`src/rtl/uart_rx.sv`:
```
// ---------------------------------------------------------------------------
// uart_rx -- 8N1-style UART receive deserializer.
//
// The serial line is oversampled with the system clock. A falling edge on
// the synchronized line starts a frame; the start bit is re-checked at its
// midpoint, and then every data bit and the stop bit is sampled one full bit
// period after the previous sample, which lands near the middle of each bit.
//
// Ports:
//   clk          system clock, all logic on posedge
//   arstn        asynchronous active-low reset
//   rx_i         asynchronous serial line, idles high
//   valid_o      one-cycle pulse: data_o holds a newly received word
//   data_o       last good word, held until the next valid_o
//   frame_err_o  one-cycle pulse: stop bit was sampled low
//   busy_o       high whenever the receiver is not idle
//
// Output handshake: valid_o is a push-only strobe with no ready/backpressure.
// The downstream FIFO must take data_o in the cycle valid_o is high; a word
// is never repeated or held for acceptance.
// ---------------------------------------------------------------------------
module uart_rx #(
  parameter int CLK_FREQ = 50_000_000,
  parameter int BAUD     = 115200,
  parameter int WIDTH    = 8
) (
  input  logic             clk,
  input  logic             arstn,
  input  logic             rx_i,
  output logic             valid_o,
  output logic [WIDTH-1:0] data_o,
  output logic             frame_err_o,
  output logic             busy_o
);

  localparam int CLKS_PER_BIT = CLK_FREQ / BAUD;
  localparam int HALF         = CLKS_PER_BIT / 2;
  localparam int CNT_W        = (CLKS_PER_BIT > 1) ? $clog2(CLKS_PER_BIT) : 1;
  localparam int IDX_W        = (WIDTH > 1) ? $clog2(WIDTH) : 1;

  // Fewer than 4 clocks per bit leaves no room to find a bit midpoint.
  generate
    if (CLKS_PER_BIT < 4) begin : g_bad_baud
      $error("uart_rx: CLKS_PER_BIT=%0d is below the minimum of 4", CLKS_PER_BIT);
    end
  endgenerate

  typedef enum logic [2:0] {
    S_IDLE  = 3'd0,
    S_START = 3'd1,
    S_DATA  = 3'd2,
    S_STOP  = 3'd3,
    S_BREAK = 3'd4
  } state_t;

  // -------------------------------------------------------------------------
  // Two-flop synchronizer. Both flops reset high (the idle level) so leaving
  // reset can never look like a start edge.
  // -------------------------------------------------------------------------
  logic rx_meta_q;
  logic rx_s_q;

  always_ff @(posedge clk or negedge arstn) begin
    if (!arstn) begin
      rx_meta_q <= 1'b1;
      rx_s_q    <= 1'b1;
    end else begin
      rx_meta_q <= rx_i;
      rx_s_q    <= rx_meta_q;
    end
  end

  // -------------------------------------------------------------------------
  // Receive FSM
  // -------------------------------------------------------------------------
  state_t             state_q, state_d;
  logic [CNT_W-1:0]   cnt_q,   cnt_d;
  logic [IDX_W-1:0]   idx_q,   idx_d;
  logic [WIDTH-1:0]   shift_q, shift_d;
  logic [WIDTH-1:0]   data_q,  data_d;
  logic               valid_q, valid_d;
  logic               ferr_q,  ferr_d;

  always_ff @(posedge clk or negedge arstn) begin
    if (!arstn) begin
      state_q <= S_IDLE;
      cnt_q   <= '0;
      idx_q   <= '0;
      shift_q <= '0;
      data_q  <= '0;
      valid_q <= 1'b0;
      ferr_q  <= 1'b0;
    end else begin
      state_q <= state_d;
      cnt_q   <= cnt_d;
      idx_q   <= idx_d;
      shift_q <= shift_d;
      data_q  <= data_d;
      valid_q <= valid_d;
      ferr_q  <= ferr_d;
    end
  end

  always_comb begin
    state_d = state_q;
    cnt_d   = cnt_q;
    idx_d   = idx_q;
    shift_d = shift_q;
    data_d  = data_q;
    valid_d = 1'b0;
    ferr_d  = 1'b0;

    unique case (state_q)
      S_IDLE: begin
        cnt_d = '0;
        if (!rx_s_q) begin
          state_d = S_START;
        end
      end

      // Re-check the start bit half a bit in; a line that is already high
      // again was a glitch and is dropped silently.
      S_START: begin
        if (cnt_q == CNT_W'(HALF - 1)) begin
          cnt_d = '0;
          if (!rx_s_q) begin
            state_d = S_DATA;
            idx_d   = '0;
          end else begin
            state_d = S_IDLE;
          end
        end else begin
          cnt_d = cnt_q + CNT_W'(1);
        end
      end

      // Sampling is now phase-locked to the start-bit midpoint, so one full
      // bit period later is the middle of the next bit. LSB arrives first.
      S_DATA: begin
        if (cnt_q == CNT_W'(CLKS_PER_BIT - 1)) begin
          cnt_d          = '0;
          shift_d[idx_q] = rx_s_q;
          if (idx_q == IDX_W'(WIDTH - 1)) begin
            state_d = S_STOP;
          end else begin
            idx_d = idx_q + IDX_W'(1);
          end
        end else begin
          cnt_d = cnt_q + CNT_W'(1);
        end
      end

      // Leaving at mid-stop-bit gives half a bit of slack to catch the next
      // start edge, which is what allows gapless back-to-back frames.
      S_STOP: begin
        if (cnt_q == CNT_W'(CLKS_PER_BIT - 1)) begin
          cnt_d = '0;
          if (rx_s_q) begin
            valid_d = 1'b1;
            data_d  = shift_q;
            state_d = S_IDLE;
          end else begin
            ferr_d  = 1'b1;
            state_d = S_BREAK;
          end
        end else begin
          cnt_d = cnt_q + CNT_W'(1);
        end
      end

      // A line stuck low (break condition) must return high before another
      // start bit is accepted, otherwise it would decode as endless 0x00.
      S_BREAK: begin
        cnt_d = '0;
        if (rx_s_q) begin
          state_d = S_IDLE;
        end
      end

      default: begin
        state_d = S_IDLE;
        cnt_d   = '0;
      end
    endcase
  end

  assign valid_o     = valid_q;
  assign data_o      = data_q;
  assign frame_err_o = ferr_q;
  assign busy_o      = (state_q != S_IDLE);

endmodule

```
`config.mk`:
```
export PLATFORM = sky130hd
export DESIGN_NAME = uart_rx
export DESIGN_NICKNAME = d
export VERILOG_FILES = /design/src/rtl/uart_rx.sv
export SDC_FILE = /design/constraint.sdc
export NUM_CORES = 1
export LEC_CHECK = 0
export CORE_UTILIZATION = 45
export DETAILED_ROUTE_END_ITERATION = 12
export HOLD_SLACK_MARGIN = 0.15
export PLACE_DENSITY = 0.67
export SYNTH_ARGS = -nofsm -noshare
export SYNTH_HDL_FRONTEND = slang
export SYNTH_SLANG_ARGS = --single-unit
```
`constraint.sdc`:
```
create_clock -name clk -period 1.6 [get_ports clk]
set_input_delay 0.32 -clock clk [delete_from_list [all_inputs] [get_ports clk]]
set_output_delay 0.32 -clock clk [all_outputs]
set_load 0.02 [all_outputs]
```
==> flow_metrics.env <==
export IMPL_rr_worst_depth=7
export IMPL_grt_pass1_vias=1265
export IMPL_worstPathCellList="inv_2 -> ha_2 -> and4b_1 -> and2_4 -> and4_4 -> buf_12 -> mux2_4"
export IMPL_fmax_mhz=562
export IMPL_holdCritPathClass="in -> async"
export IMPL_crit_slowest_cell="dfrtp_1"
export IMPL_clkTransAtPathRegs_ns=0.10
export IMPL_r2r_start="cnt_q[1]$_DFF_PN0_"
export IMPL_stdcell_count=232
export IMPL_netlist_instances=140
export IMPL_total_leakage_power_nw=1.16
export IMPL_final_nets=193
export IMPL_core_area_um2=3420
export IMPL_drc=0
export IMPL_syn2layout_area_growth_pct=45.9
export IMPL_setup_ws_ns=-0.181
export IMPL_detail_route_vias_per_cell=5.37
export IMPL_hold_viol=0
export IMPL_drtPass1Iterations=4
export IMPL_crit_path_start_kind="register"
export IMPL_cts_sinks=35
export IMPL_worst_ep_required_time_ns=1.83
export IMPL_hold_buffers=0
export IMPL_syn_avg_cell_area_um2=11.7
export IMPL_h_tree_depth=2
export IMPL_diodes=0
export IMPL_max_stage_delay_ns=0.40
export IMPL_regArea_um2=880
export IMPL_synthFlopType="dfrtp_1"
export IMPL_r2r_end="data_o[6]$_DFFE_PN0P_"
export IMPL_finalCriticalPeriod_ns=1.78
export IMPL_wirelength_um=3720
export IMPL_multi_input_area_um2=948
export IMPL_worst_slew_pin_slew_ns=0.272
export IMPL_netlist_area_um2=1630
export IMPL_async_reset_ff_share_pct=100
export IMPL_yosysSeqAreaShare_pct=53.8
export IMPL_rsz0062_at_grt="true"
export IMPL_grt_max_degree=22
export IMPL_synth_cell_type_count=36
export IMPL_finalClockSkew_ns=0.00679
export IMPL_port_buffers=13
export IMPL_grt_pass1_wl_um=5890
export IMPL_drive_above_1_share_pct=45.7
export IMPL_fillers=247
export IMPL_syn_num_nets=148
export IMPL_die_area_um2=3880
export IMPL_track_usage_pct=20.0
export IMPL_synth_edf_count=0
export IMPL_pin_count=14
export IMPL_powerDensity_nw_per_um2=716
export IMPL_setup_viol=31
export IMPL_relSlewSlack_pct=81.8
export IMPL_cts_made_buffers=5
export IMPL_vias=1246
export IMPL_tritoncts="done"
export IMPL_peakVddDrop_mv=0.710
export IMPL_die_h_um=62.3
export IMPL_ys_ff_latch=35
export IMPL_dp_hpwl_um=2340
export IMPL_finalCritPeriodShare_pct=111
export IMPL_cap_violations=0
export IMPL_gp_congestion=0.845
export IMPL_status="complete, but fails checks"
export IMPL_placedCellCount=217
export IMPL_synth_warnings=0
export IMPL_die_x_um=62.3
export IMPL_worstPathMaxFanout=9
export IMPL_antenna_found_initial=0
export IMPL_dpl_worst_slack_ns=-0.320
export IMPL_cp_end_kind="register"
export IMPL_crit_arrival_ns=2.01
export IMPL_ff2ff_setup_slack_ns=-0.18
export IMPL_placementRows=21
export IMPL_drt_iter0_markers=55
export IMPL_clock_root_buffer="clkbuf_4"
export IMPL_violations="negative setup slack"
export IMPL_antenna_left=0
export IMPL_wire_per_inst_um=16.0
export IMPL_clock_path_buffers=2
export IMPL_critical_path_class="reg -> reg"
export IMPL_clkLatencyLatePin_ns=0.34
export IMPL_drv_slew=0
export IMPL_grt_remaining_overflow=0
export IMPL_start_util_pct=47.8
## what timing repair did
action | in CTS | in global routing
buffers inserted | 2 | 4
gates resized for setup | 46 | 17
pin swaps | 5 | 5
setup endpoints to repair | 39 | 33
gates cloned | 0 | 1
## flip-flops by register name, summed over array words and instances (netlist names)
| register | cells |
|---|---|
| cnt_q | 9 |
| data_o | 8 |
| frame_err_o | 1 |
| idx_q | 3 |
| rx_meta_q | 1 |
| rx_s_q | 1 |
| shift_q | 8 |
| state_q | 3 |
| valid_o | 1 |
## synth_stat cells, types with 2 or more instances
cell type / instances / area [um^2]
dfstp_2: 2 / 52.6
nor2_1: 17 / 63.8
nand3_1: 5 / 25.0
a22o_1: 2 / 17.5
mux2_1: 8 / 90.1
nand2b_1: 4 / 25.0
xor2_1: 2 / 17.5
inv_1: 4 / 15.0
mux2_2: 9 / 101
nor4_1: 7 / 43.8
nand4_1: 2 / 12.5
a21oi_1: 2 / 10.0
nor2b_1: 2 / 12.5
ha_1: 5 / 62.6
nor3_1: 3 / 15.0
nand2_1: 5 / 18.8
and2_1: 2 / 12.5
buf_2: 3 / 15.0
xnor2_1: 6 / 52.6
dfrtp_1: 33 / 826
or3_1: 2 / 12.5
## logic make-up after synthesis
group / Yosys count / synth area share [%]
buf+inv: 10 / 3.06
xor+xnor: 8 / 4.29
simple gates: 55 / 18.8
flops: 35 / 53.8
fa+ha+maj: 5 / 3.83
mux: 17 / 11.7
compound gates: 10 / 4.59
## cell type report
type                       count  area share, %
clock buffer                   6           1.73
clock inverter                 2           2.52
inverter                       4          0.630
multi-input combinational     95           39.8
sequential                    35           36.9
tap                           46           2.41
timing repair buffer          44           16.1
## worst max-delay path: cells and delay by family, from the launching register on
kind	cells	cell delay, ns
flip-flops	1	0.40
multiplexers	1	0.30
buffers and inverters	2	0.20
adder cells (fa/ha/maj)	1	0.15
AND/OR/NAND/NOR	3	0.62
## how the worst max path moves through the flow
stage                                  endpoint  cells after the start  slack, ns                   start
after global placement     idx_q[0]$_DFFE_PN0P_                      4      -0.28  state_q[0]$_DFFE_PN0P_
after floorplan           data_o[0]$_DFFE_PN0P_                      8      -0.16      cnt_q[1]$_DFF_PN0_
after detailed placement   idx_q[0]$_DFFE_PN0P_                      4      -0.32  state_q[0]$_DFFE_PN0P_
after CTS                    cnt_q[4]$_DFF_PN0_                      8      -0.18      cnt_q[0]$_DFF_PN0_
final                     data_o[6]$_DFFE_PN0P_                      7      -0.18      cnt_q[1]$_DFF_PN0_
after global routing         cnt_q[5]$_DFF_PN0_                      8      -0.24      cnt_q[0]$_DFF_PN0_
## power breakdown
group / leakage (nW) / switching [mW] / internal (mW) / total (mW)
clock: 0.0525 / 0.293 / 0.488 / 0.780
sequential: 0.467 / 0.000931 / 0.889 / 0.889
combinational: 0.638 / 0.0249 / 0.0119 / 0.0368
total: 1.16 / 0.319 / 1.39 / 1.71
## routing by layer
metal  share of wire, %  wire, um  global-route usage, %
met3                3.7       137                   5.88
met5                  0         0                      0
met1                 44      1630                   25.3
met2                 50      1850                   32.0
met4                2.9       109                   8.14
## placed cells by master, fill, tap and decap left out, types with 3 or more instances in the layout
master and count:
dfrtp_1 32, buf_4 27, nor2_1 15, mux2_4 15, dlygate4sd2_1 8, xnor2_1 6, nand3_1 5, nor4_4 5
clkbuf_4 5, nand2b_1 4, nand2_1 4, buf_6 4, ha_1 3
## metrics by stage
stage          power, mW  TNS (ns)  area, um^2  hold slack, ns  utilization [%]
2_1_floorplan      0.912     -2.20        1690          0.0244                -
3_3_place_gp       0.942     -4.11        2010           0.348             58.9
3_5_place_dp       0.942     -5.15        2010           0.347             58.9
4_1_cts             1.73     -4.18        2260           0.325             66.3
5_1_grt             1.78     -6.05        2380           0.327             69.8
6_report            1.71     -3.90        2380           0.325             69.8
(Power assumes the default switching activity.)
